[config.mk]
export PLATFORM = sky130hd
export DESIGN_NAME = mmp_mixer
export DESIGN_NICKNAME = d
export VERILOG_FILES = /design/src/rtl/mmp_mixer.sv
export SDC_FILE = /design/constraint.sdc
export NUM_CORES = 1
export LEC_CHECK = 0
export CAP_MARGIN = 10
export CELL_PAD_IN_SITES_DETAIL_PLACEMENT = 1
export CELL_PAD_IN_SITES_GLOBAL_PLACEMENT = 1
export CORE_MARGIN = 2
export CORE_UTILIZATION = 37
export CTS_CLUSTER_DIAMETER = 200
export CTS_CLUSTER_SIZE = 24
export DETAILED_ROUTE_END_ITERATION = 8
export PLACE_DENSITY_LB_ADDON = 0.1
export SYNTH_ARGS = -nofsm -noshare
export SYNTH_HDL_FRONTEND = slang
export SYNTH_SLANG_ARGS = --single-unit
[constraint.sdc]
create_clock -name i_CLK -period 7.7 [get_ports i_CLK]
set_input_delay 1.54 -clock i_CLK [delete_from_list [all_inputs] [get_ports i_CLK]]
set_output_delay 1.54 -clock i_CLK [all_outputs]
set_load 0.01 [all_outputs]
[src/rtl/mmp_mixer.sv]
// Per-channel volume scaling and saturated mixing of SCC/PSG/OPLL samples in
// front of the DAC serializer. Define MMP_MIXER_DCB_EN to add a DC blocker on the mix.
module mmp_mixer #(
  parameter int GAIN_SHIFT = 6,
  parameter int ACC_W      = 18,
  parameter int DCB_SHIFT  = 8
) (
  input  logic        i_CLK,
  input  logic        i_RST_n,
  input  logic        i_SMPL_STB,
  input  logic [15:0] i_SCC,
  input  logic [15:0] i_PSG,
  input  logic [15:0] i_OPLL,
  input  logic [7:0]  i_VOL_SCC,
  input  logic [7:0]  i_VOL_PSG,
  input  logic [7:0]  i_VOL_OPLL,
  output logic [15:0] o_SCC,
  output logic [15:0] o_PSG,
  output logic [15:0] o_OPLL,
  output logic [15:0] o_ALL,
  output logic        o_VALID,
  output logic        o_BUSY,
  output logic        o_CLIP,
  output logic        o_OVERRUN
);

  // Strobe contract: i_SMPL_STB is accepted only in IDLE; o_VALID is a
  // one-cycle pulse with no back-pressure, and outputs hold until the next pulse.
  typedef enum logic [2:0] {
    S_IDLE, S_M_SCC, S_M_PSG, S_M_OPLL, S_SUM, S_DCB, S_OUT
  } state_t;

  // Common width wide enough for the scaled product and the mix accumulator.
  localparam int SW = (ACC_W > 25) ? ACC_W : 25;
  localparam logic signed [SW-1:0] MAX_V = SW'(32767);
  localparam logic signed [SW-1:0] MIN_V = SW'(-32768);

  function automatic logic signed [15:0] sat16(input logic signed [SW-1:0] v);
    if (v > MAX_V)      return 16'sh7fff;
    else if (v < MIN_V) return 16'sh8000;
    else                return v[15:0];
  endfunction

  function automatic logic clips(input logic signed [SW-1:0] v);
    return (v > MAX_V) || (v < MIN_V);
  endfunction

  state_t state;

  logic signed [15:0] smp_scc, smp_psg, smp_opll;
  logic [7:0]         vol_scc, vol_psg, vol_opll;
  logic signed [15:0] res_scc, res_psg, res_opll, res_sum;

  logic signed [15:0] mul_a;
  logic [7:0]         mul_v;
  logic signed [24:0] prod;
  logic signed [SW-1:0] scaled;
  logic signed [ACC_W-1:0] acc;
  logic signed [SW-1:0] acc_w;

  // The single multiplier is shared by the three channel states.
  always_comb begin
    mul_a = smp_scc;
    mul_v = vol_scc;
    case (state)
      S_M_PSG:  begin mul_a = smp_psg;  mul_v = vol_psg;  end
      S_M_OPLL: begin mul_a = smp_opll; mul_v = vol_opll; end
      default:  ;
    endcase
  end

  assign prod   = 25'(mul_a) * 25'($signed({1'b0, mul_v}));
  assign scaled = SW'(prod >>> GAIN_SHIFT);
  assign acc    = ACC_W'(res_scc) + ACC_W'(res_psg) + ACC_W'(res_opll);
  assign acc_w  = SW'(acc);

`ifdef MMP_MIXER_DCB_EN
  logic signed [15:0] dcb_x1, dcb_y1, dcb_y;
  logic signed [19:0] dcb_v;
  logic signed [SW-1:0] dcb_w;

  assign dcb_v = 20'(res_sum) - 20'(dcb_x1) + 20'(dcb_y1) - 20'(dcb_y1 >>> DCB_SHIFT);
  assign dcb_w = SW'(dcb_v);
`endif

  assign o_BUSY = (state != S_IDLE);

  always_ff @(posedge i_CLK or negedge i_RST_n) begin
    if (!i_RST_n) begin
      state     <= S_IDLE;
      smp_scc   <= '0;
      smp_psg   <= '0;
      smp_opll  <= '0;
      vol_scc   <= '0;
      vol_psg   <= '0;
      vol_opll  <= '0;
      res_scc   <= '0;
      res_psg   <= '0;
      res_opll  <= '0;
      res_sum   <= '0;
      o_SCC     <= '0;
      o_PSG     <= '0;
      o_OPLL    <= '0;
      o_ALL     <= '0;
      o_VALID   <= 1'b0;
      o_CLIP    <= 1'b0;
      o_OVERRUN <= 1'b0;
`ifdef MMP_MIXER_DCB_EN
      dcb_x1    <= '0;
      dcb_y1    <= '0;
      dcb_y     <= '0;
`endif
    end else begin
      o_VALID <= 1'b0;
      if (i_SMPL_STB && state != S_IDLE) o_OVERRUN <= 1'b1;
      case (state)
        S_IDLE: begin
          if (i_SMPL_STB) begin
            smp_scc  <= i_SCC;
            smp_psg  <= i_PSG;
            smp_opll <= i_OPLL;
            vol_scc  <= i_VOL_SCC;
            vol_psg  <= i_VOL_PSG;
            vol_opll <= i_VOL_OPLL;
            state    <= S_M_SCC;
          end
        end
        S_M_SCC: begin
          res_scc <= sat16(scaled);
          if (clips(scaled)) o_CLIP <= 1'b1;
          state <= S_M_PSG;
        end
        S_M_PSG: begin
          res_psg <= sat16(scaled);
          if (clips(scaled)) o_CLIP <= 1'b1;
          state <= S_M_OPLL;
        end
        S_M_OPLL: begin
          res_opll <= sat16(scaled);
          if (clips(scaled)) o_CLIP <= 1'b1;
          state <= S_SUM;
        end
        S_SUM: begin
          res_sum <= sat16(acc_w);
          if (clips(acc_w)) o_CLIP <= 1'b1;
`ifdef MMP_MIXER_DCB_EN
          state <= S_DCB;
`else
          state <= S_OUT;
`endif
        end
`ifdef MMP_MIXER_DCB_EN
        S_DCB: begin
          dcb_y <= sat16(dcb_w);
          if (clips(dcb_w)) o_CLIP <= 1'b1;
          state <= S_OUT;
        end
`endif
        S_OUT: begin
          o_SCC   <= res_scc;
          o_PSG   <= res_psg;
          o_OPLL  <= res_opll;
          o_VALID <= 1'b1;
`ifdef MMP_MIXER_DCB_EN
          o_ALL   <= dcb_y;
          dcb_x1  <= res_sum;
          dcb_y1  <= dcb_y;
`else
          o_ALL   <= res_sum;
`endif
          state   <= S_IDLE;
        end
        default: state <= S_IDLE;
      endcase
    end
  end

endmodule

==> results.md, run 1 <==
* Footprint of the multi-input gates at 8400 um2
* Tot GR Track Use at 0.197
* Slew @ Worst Pin at between 1 and 1.5 ns
* Highest clock rate at 143 MHz
* Hpwl dp at 31700 um
* Status: complete, no violations
* Sink Count at between 200 and 250
* Post-route antenna net violation count at 0
* Clock period minus worst slack at about 7.0 ns
* Seq/Total Area, Yosys at 0.358
* Final Cell Area at around 17000 um2
* CP required at 8.10 ns
* Growth of design area from synthesis to finish at 15.8%
* Number of global-route vias before repair at between 10k and 15k
* CP dominant cell by count: fa_1
* Async S/R FF share, synth at 1.00
* Setup bufs post-CTS at 0
* CP Cell Sequence: mux2i_1 -> o21ai_0 -> nand2_1 -> fa_1 -> inv_1 -> fa_1 -> fa_1 -> inv_1 -> fa_1 -> inv_1 -> ha_1 -> a21oi_1 -> o21ai_0 -> nor2_1 -> a21oi_1 -> a311oi_4 -> xor2_2 -> buf_4 -> nand2_4 -> a31oi_1
* Synth top area share at 0.358
* Via/cell ratio at 5.03
* # diodes at 0
* Clock Skews at 0.0113 ns
* CP max FO at 33
* Met3 track demand over resource at 0.0180
* CP arrival at 7.38 ns
* Resized cells post-CTS at 0
* Max incr delay on CP at ~0.85 ns
* Synth area leaders: dfrtp_1, fa_1, nand2_1, mux2_2, ha_1
* Gr busiest metal: met2
* Gpl congestion at 0.826
* Fill cells at ~4.4k
* Starting Density at 0.373
* GRT overflow at 0
* First-pass GRT wire length at between 60000 and 70000 um
* Routed vias at between 10k and 15k
* Area leader, netlist: dfrtp_1
* Fin. Hold Viols at 0
* Routing usage on met2 at 0.369
* DR pass1 iterations at 4
* Antenna violations before repair at 1
* 1st-iter DRT viols at around 480
* Synth cell types at 70
* CTS tree: done
* Post-Syn Area per Cell at roughly 9.5 um2
* Synth Warn # at 0
* CTS max path bufs at 3
* Nets at around 1.9k
* CP max-delay cell: dfrtp_2
* Synth Register Bits at 206
* Largest net degree at the start of global routing at 110
* Reg area at 5160 um2
* MaxCap Viol Count at 0
* Hold buffer count at CTS at 0
* Root Driver: clkbuf_16
* Startpoint types: flip-flop
* Cells after Synth at around 1.5k
* Post-synth EDFFs at 0
* Max_slew headroom at 0.235
* Synthesized area at ~14000 um2
* Proportion of layout cells with a drive suffix above 1 at 0.0888
* Drt total wl at a little under 40000 um
* # placed instances at between 2k and 2.5k
* Input/output buffers at between 100 and 150
* Residual DRC at 0
* Site Rows at 72
* Final non-filler cell total at 2140
* Reg clk slew, reported paths at 0.10 ns
* WL/cell at 18.4 um
* Post-DP Area at roughly 16000 um2
* Unrepaired setup endpoints after global routing: false
* Ys flop type: dfrtp_1
* Crit Path Class: reg2reg
* Die width at 201 um
* Core Footprint at a little under 40000 um2
* Hold Crit Class: reg2reg
* Skew-Pair Late Insertion Delay at between 0.4 and 0.5 ns
* Crit end category: flip-flop
* Die Span Y at 201 um
* Final Cycle Share at 0.906
* Syn_nets at 1765
* Setup TNS at 0 ns
* Die Area at roughly 40000 um2
* H-tree depth at 1
* Met1 Usage GRT at 0.243
* Setup-failing EPs final at 0
* TritonCTS buffer count at 12
* I/O pin cnt at about 140
* Max Slew Vio Count at 0
-- critical path, delay by kind of cell (launching register included) --
family	cells	cell delay [ns]
multiplexers	1	0.28
AND/OR/NAND/NOR	3	0.57
AO/OA/AOI/OAI	6	1.66
adder cells (fa/ha/maj)	5	2.72
flip-flops	1	0.85
XOR/XNOR	1	0.31
buffers and inverters	4	0.48
-- cell families (layout without fill, tap and decap cells) --
kind of cell,count (synthesis),count (layout),share of synthesized area
AO/OA/AOI/OAI,236,236,0.108
XOR/XNOR,26,26,0.0163
adder cells (fa/ha/maj),180,180,0.218
buffers and inverters,208,320,0.0591
flip-flops,206,206,0.358
multiplexers,103,103,0.0800
AND/OR/NAND/NOR,551,551,0.160
-- layer usage --
| layer | up-vias | part of all wire |
|---|---|---|
| met5 | - | 0 |
| met4 | 0 | 0.027 |
| met3 | 45 | 0.025 |
| met2 | 138 | 0.53 |
| met1 | 5418 | 0.42 |
| li1 | 5157 | - |
-- layout by cell type, fill, tap and decap left out, types with 38 or more instances in the layout --
cell             instances
clkdlybuf4s50_1        141
inv_1                  141
a31oi_1                 38
dfrtp_1                205
fa_1                   118
mux2_2                  76
nor2_1                 163
a21oi_1                 48
ha_1                    62
nand2_1                310
o21ai_0                 38
-- synthesized netlist by cell type (3+ instances only) --
cell type / instances
o21ai_1: 14
or2_2: 4
ha_1: 62
o21a_1: 17
o211ai_2: 4
mux2i_1: 21
nand2_1: 310
xor2_1: 8
nand3b_1: 4
clkbuf_1: 48
buf_6: 8
o211ai_1: 17
mux2_4: 4
a21boi_0: 3
buf_1: 4
a211o_1: 3
mux2_2: 76
nor3_1: 5
fa_1: 118
dfrtp_1: 206
inv_1: 142
nand2b_1: 8
a31oi_1: 38
nor3b_1: 3
a22oi_1: 12
a211oi_1: 7
nand4_1: 3
or3_1: 7
and2_1: 10
buf_2: 5
nor2b_1: 3
xnor2_1: 17
a21oi_1: 48
o21ai_0: 38
nor2_1: 165
and3_1: 5
nand3_1: 8
a21o_1: 10
o21bai_1: 5
-- area by class of cell --
class / count / share of cell area
multi-input combinational: 1096 / 0.504
sequential: 206 / 0.310
timing repair buffer: 163 / 0.0950
tap: 518 / 0.0389
inverter: 142 / 0.0320
clock buffer: 14 / 0.0198
clock inverter: 1 / 0.000676
-- stage by stage --
step	hold WS [ns]	utilization	setup WS, ns
final	0.475	0.432	0.721
after global routing	0.505	0.432	0.0440
after CTS	0.481	0.432	0.583
after detailed placement	0.461	0.423	0.626
after global placement	0.446	0.423	0.676
after floorplan	0.439	-	1.33
-- path summary, 6_finish.rpt --
path,start,endpoint,slack (ns),cells after the start
worst max-delay path,state[0],res_scc[11],0.72,20
worst min-delay path,res_sum[3],o_ALL[3],0.47,2
worst max register to register,state[0],res_scc[11],0.72,20
worst min register to register,res_sum[3],o_ALL[3],0.47,2
max in group asynchronous,i_RST_n,res_sum[13],5.22,2
min in group asynchronous,i_RST_n,o_SCC[12],1.14,1
-- flip-flops by register name, indices dropped and copies added, names as in the netlist, 3 cells and up --
register,flops
o_ALL,16
o_OPLL,16
o_PSG,16
o_SCC,16
res_opll,16
res_psg,16
res_scc,16
res_sum,16
smp_opll,16
smp_psg,16
smp_scc,16
state,3
vol_opll,8
vol_psg,8
vol_scc,8
Power of run 1 is left out: the tool's default activity adds up to more than one toggle a clock period on the data nets, which glitch-free logic cannot reach.
==> inputs of run 2 (changes only) <==
- CORE_MARGIN: 2 -> 3
==> run 2 against run 1 <==
Net effect:
- flip-flop and latch count did not move
- routed wire length barely moved
- utilization rose by 0.61 points
- die area grew 2.0%
- sequential share of layout area hardly changed
- critical path depth down 1
- register-to-register slack improved by 0.04 ns
- worst setup slack better by 0.037 ns
- critical path type unchanged
==> results.md, run 2 (synthesis gave the netlist of run 1 again) <==
* Most frequent cells in the layout: nand2_1, dfrtp_1, nor2_1
* Crit Path Class: reg2reg
* Largest net degree at the start of global routing at a little under 80
* CP arrival at ~7.3 ns
* Via/cell ratio at approximately 5.1
* CP required at roughly 8.1 ns
* Max incr delay on CP at between 0.7 and 0.8 ns
* CP Cell Sequence: mux2i_1 -> o21ai_0 -> nand2_1 -> fa_1 -> inv_1 -> fa_1 -> fa_1 -> inv_1 -> fa_1 -> inv_1 -> ha_1 -> nand2_1 -> o21ai_0 -> nor2_1 -> a21oi_1 -> a311oi_4 -> xor2_2 -> nand2_4 -> a31oi_1
* Reg clk slew, reported paths at about 0.1 ns
* Hold Crit Class: reg2reg
* I/O pin cnt at 143
* Final worst setup slack at between 0.7 and 0.8 ns
* Antenna violations before repair at 0
* Nets at ~1.9k
* Setup-failing EPs final at 0
* Post-route antenna net violation count at 0
* Number of global-route vias before repair at about 12k
* Clock period minus worst slack at slightly below 7 ns
* Starting Density at 0.379
* Hpwl dp at ~32000 um
* MaxCap Viol Count at 0
* Sink Count at 206
* Site Rows at between 70 and 80
* Die Span Y at 203 um
* 1st-iter DRT viols at a little over 400
* Core Footprint at ~38000 um2
* Gpl congestion at roughly 0.8
* Max Slew Vio Count at 0
* Clock Skews at 0.0313 ns
* H-tree depth at 1
* Final Cycle Share at 0.901
* Hold buffer count at CTS at 0
* Growth of design area from synthesis to finish at 15.7%
* Setup TNS at 0 ns
* CP dominant cell by count: fa_1
* TritonCTS buffer count at 12
* GRT overflow at 0
* Commonest non-fill, non-tap cell in the layout: nand2_1
* Die Area at 41300 um2
* Routed vias at between 10k and 15k
* Input/output buffers at approximately 140
* CP max FO at 33
* Crit end category: flip-flop
* Final non-filler cell total at about 2.1k
* CTS max path bufs at 3
* Proportion of layout cells with a drive suffix above 1 at 0.0893
* Setup bufs post-CTS at 0
* Startpoint types: flip-flop
* Highest clock rate at 144 MHz
* Fin. Hold Viols at 0
* Residual DRC at 0
* Die width at around 200 um
* DR pass1 iterations at 5
* Unrepaired setup endpoints after global routing: false
* Status: complete, no violations
* Finished Core Util at 0.438
* Tot GR Track Use at 0.192
* # placed instances at ~2.1k
* # diodes at 0
* First-pass GRT wire length at roughly 64000 um
* CTS tree: done
* Drt total wl at between 30000 and 40000 um
* Root Driver: clkbuf_16
* Place WS at 0.661 ns
* Slew @ Worst Pin at 1.14 ns
* CP max-delay cell: dfrtp_2
* Max_slew headroom at 0.243
* WL/cell at around 18 um
* Skew-Pair Late Insertion Delay at 0.49 ns
-- run 2: cell count changes in the layout (fill, tap and decap cells not counted), sizes merged --
cell    previous run  this run
clkinv             0         1
-- run 2: what timing repair did --
item,4_1_cts,5_1_grt
endpoints found under the hold margin,0,0
gates resized for setup,0,1
endpoints found under the setup margin,0,1
-- run 2: layer usage --
metal	GRT usage	vias up	wire [um]
met5	0	-	0
met4	0.0347	0	686
met3	0.0163	38	846
met2	0.365	129	21000
met1	0.240	5472	16900
li1	-	5141	-
-- run 2: path summary, 6_finish.rpt --
| kind | depth (start not counted) | end | slack, ns | start |
|---|---|---|---|---|
| worst min register to register | 1 | o_OVERRUN | 0.47 | o_OVERRUN |
| worst min-delay path | 1 | o_OVERRUN | 0.47 | o_OVERRUN |
| worst max register to register | 19 | res_scc[10] | 0.76 | state[0] |
| max in group asynchronous | 2 | smp_scc[8] | 5.15 | i_RST_n |
| min in group asynchronous | 1 | o_SCC[11] | 1.08 | i_RST_n |
| worst max-delay path | 19 | res_scc[10] | 0.76 | state[0] |
-- run 2: metrics by stage --
step	cell area [um2]	hold WS, ns
finish	16700	0.474
global route	16700	0.490
global placement	16300	0.442
floorplan	14400	0.439
CTS	16700	0.477
detailed placement	16300	0.455
-- run 2: worst max-delay path, delay by kind of cell (launching register included) --
family	cells	cell delay, ns
flops	1	0.77
mux	1	0.20
simple gates	4	0.89
fa+ha+maj	5	2.60
xor+xnor	1	0.57
compound gates	5	1.57
buf+inv	3	0.24
-- run 2: final cells by class --
cell class	instances	area (um2)
Fill cell	4391	21400
Inverter	142	533
Clock buffer	14	329
Timing Repair Buffer	163	1580
Sequential cell	206	5160
Multi-Input combinational cell	1096	8400
Clock inverter	2	13.8
Tap cell	511	639
Power of run 2 is left out for the same reason.
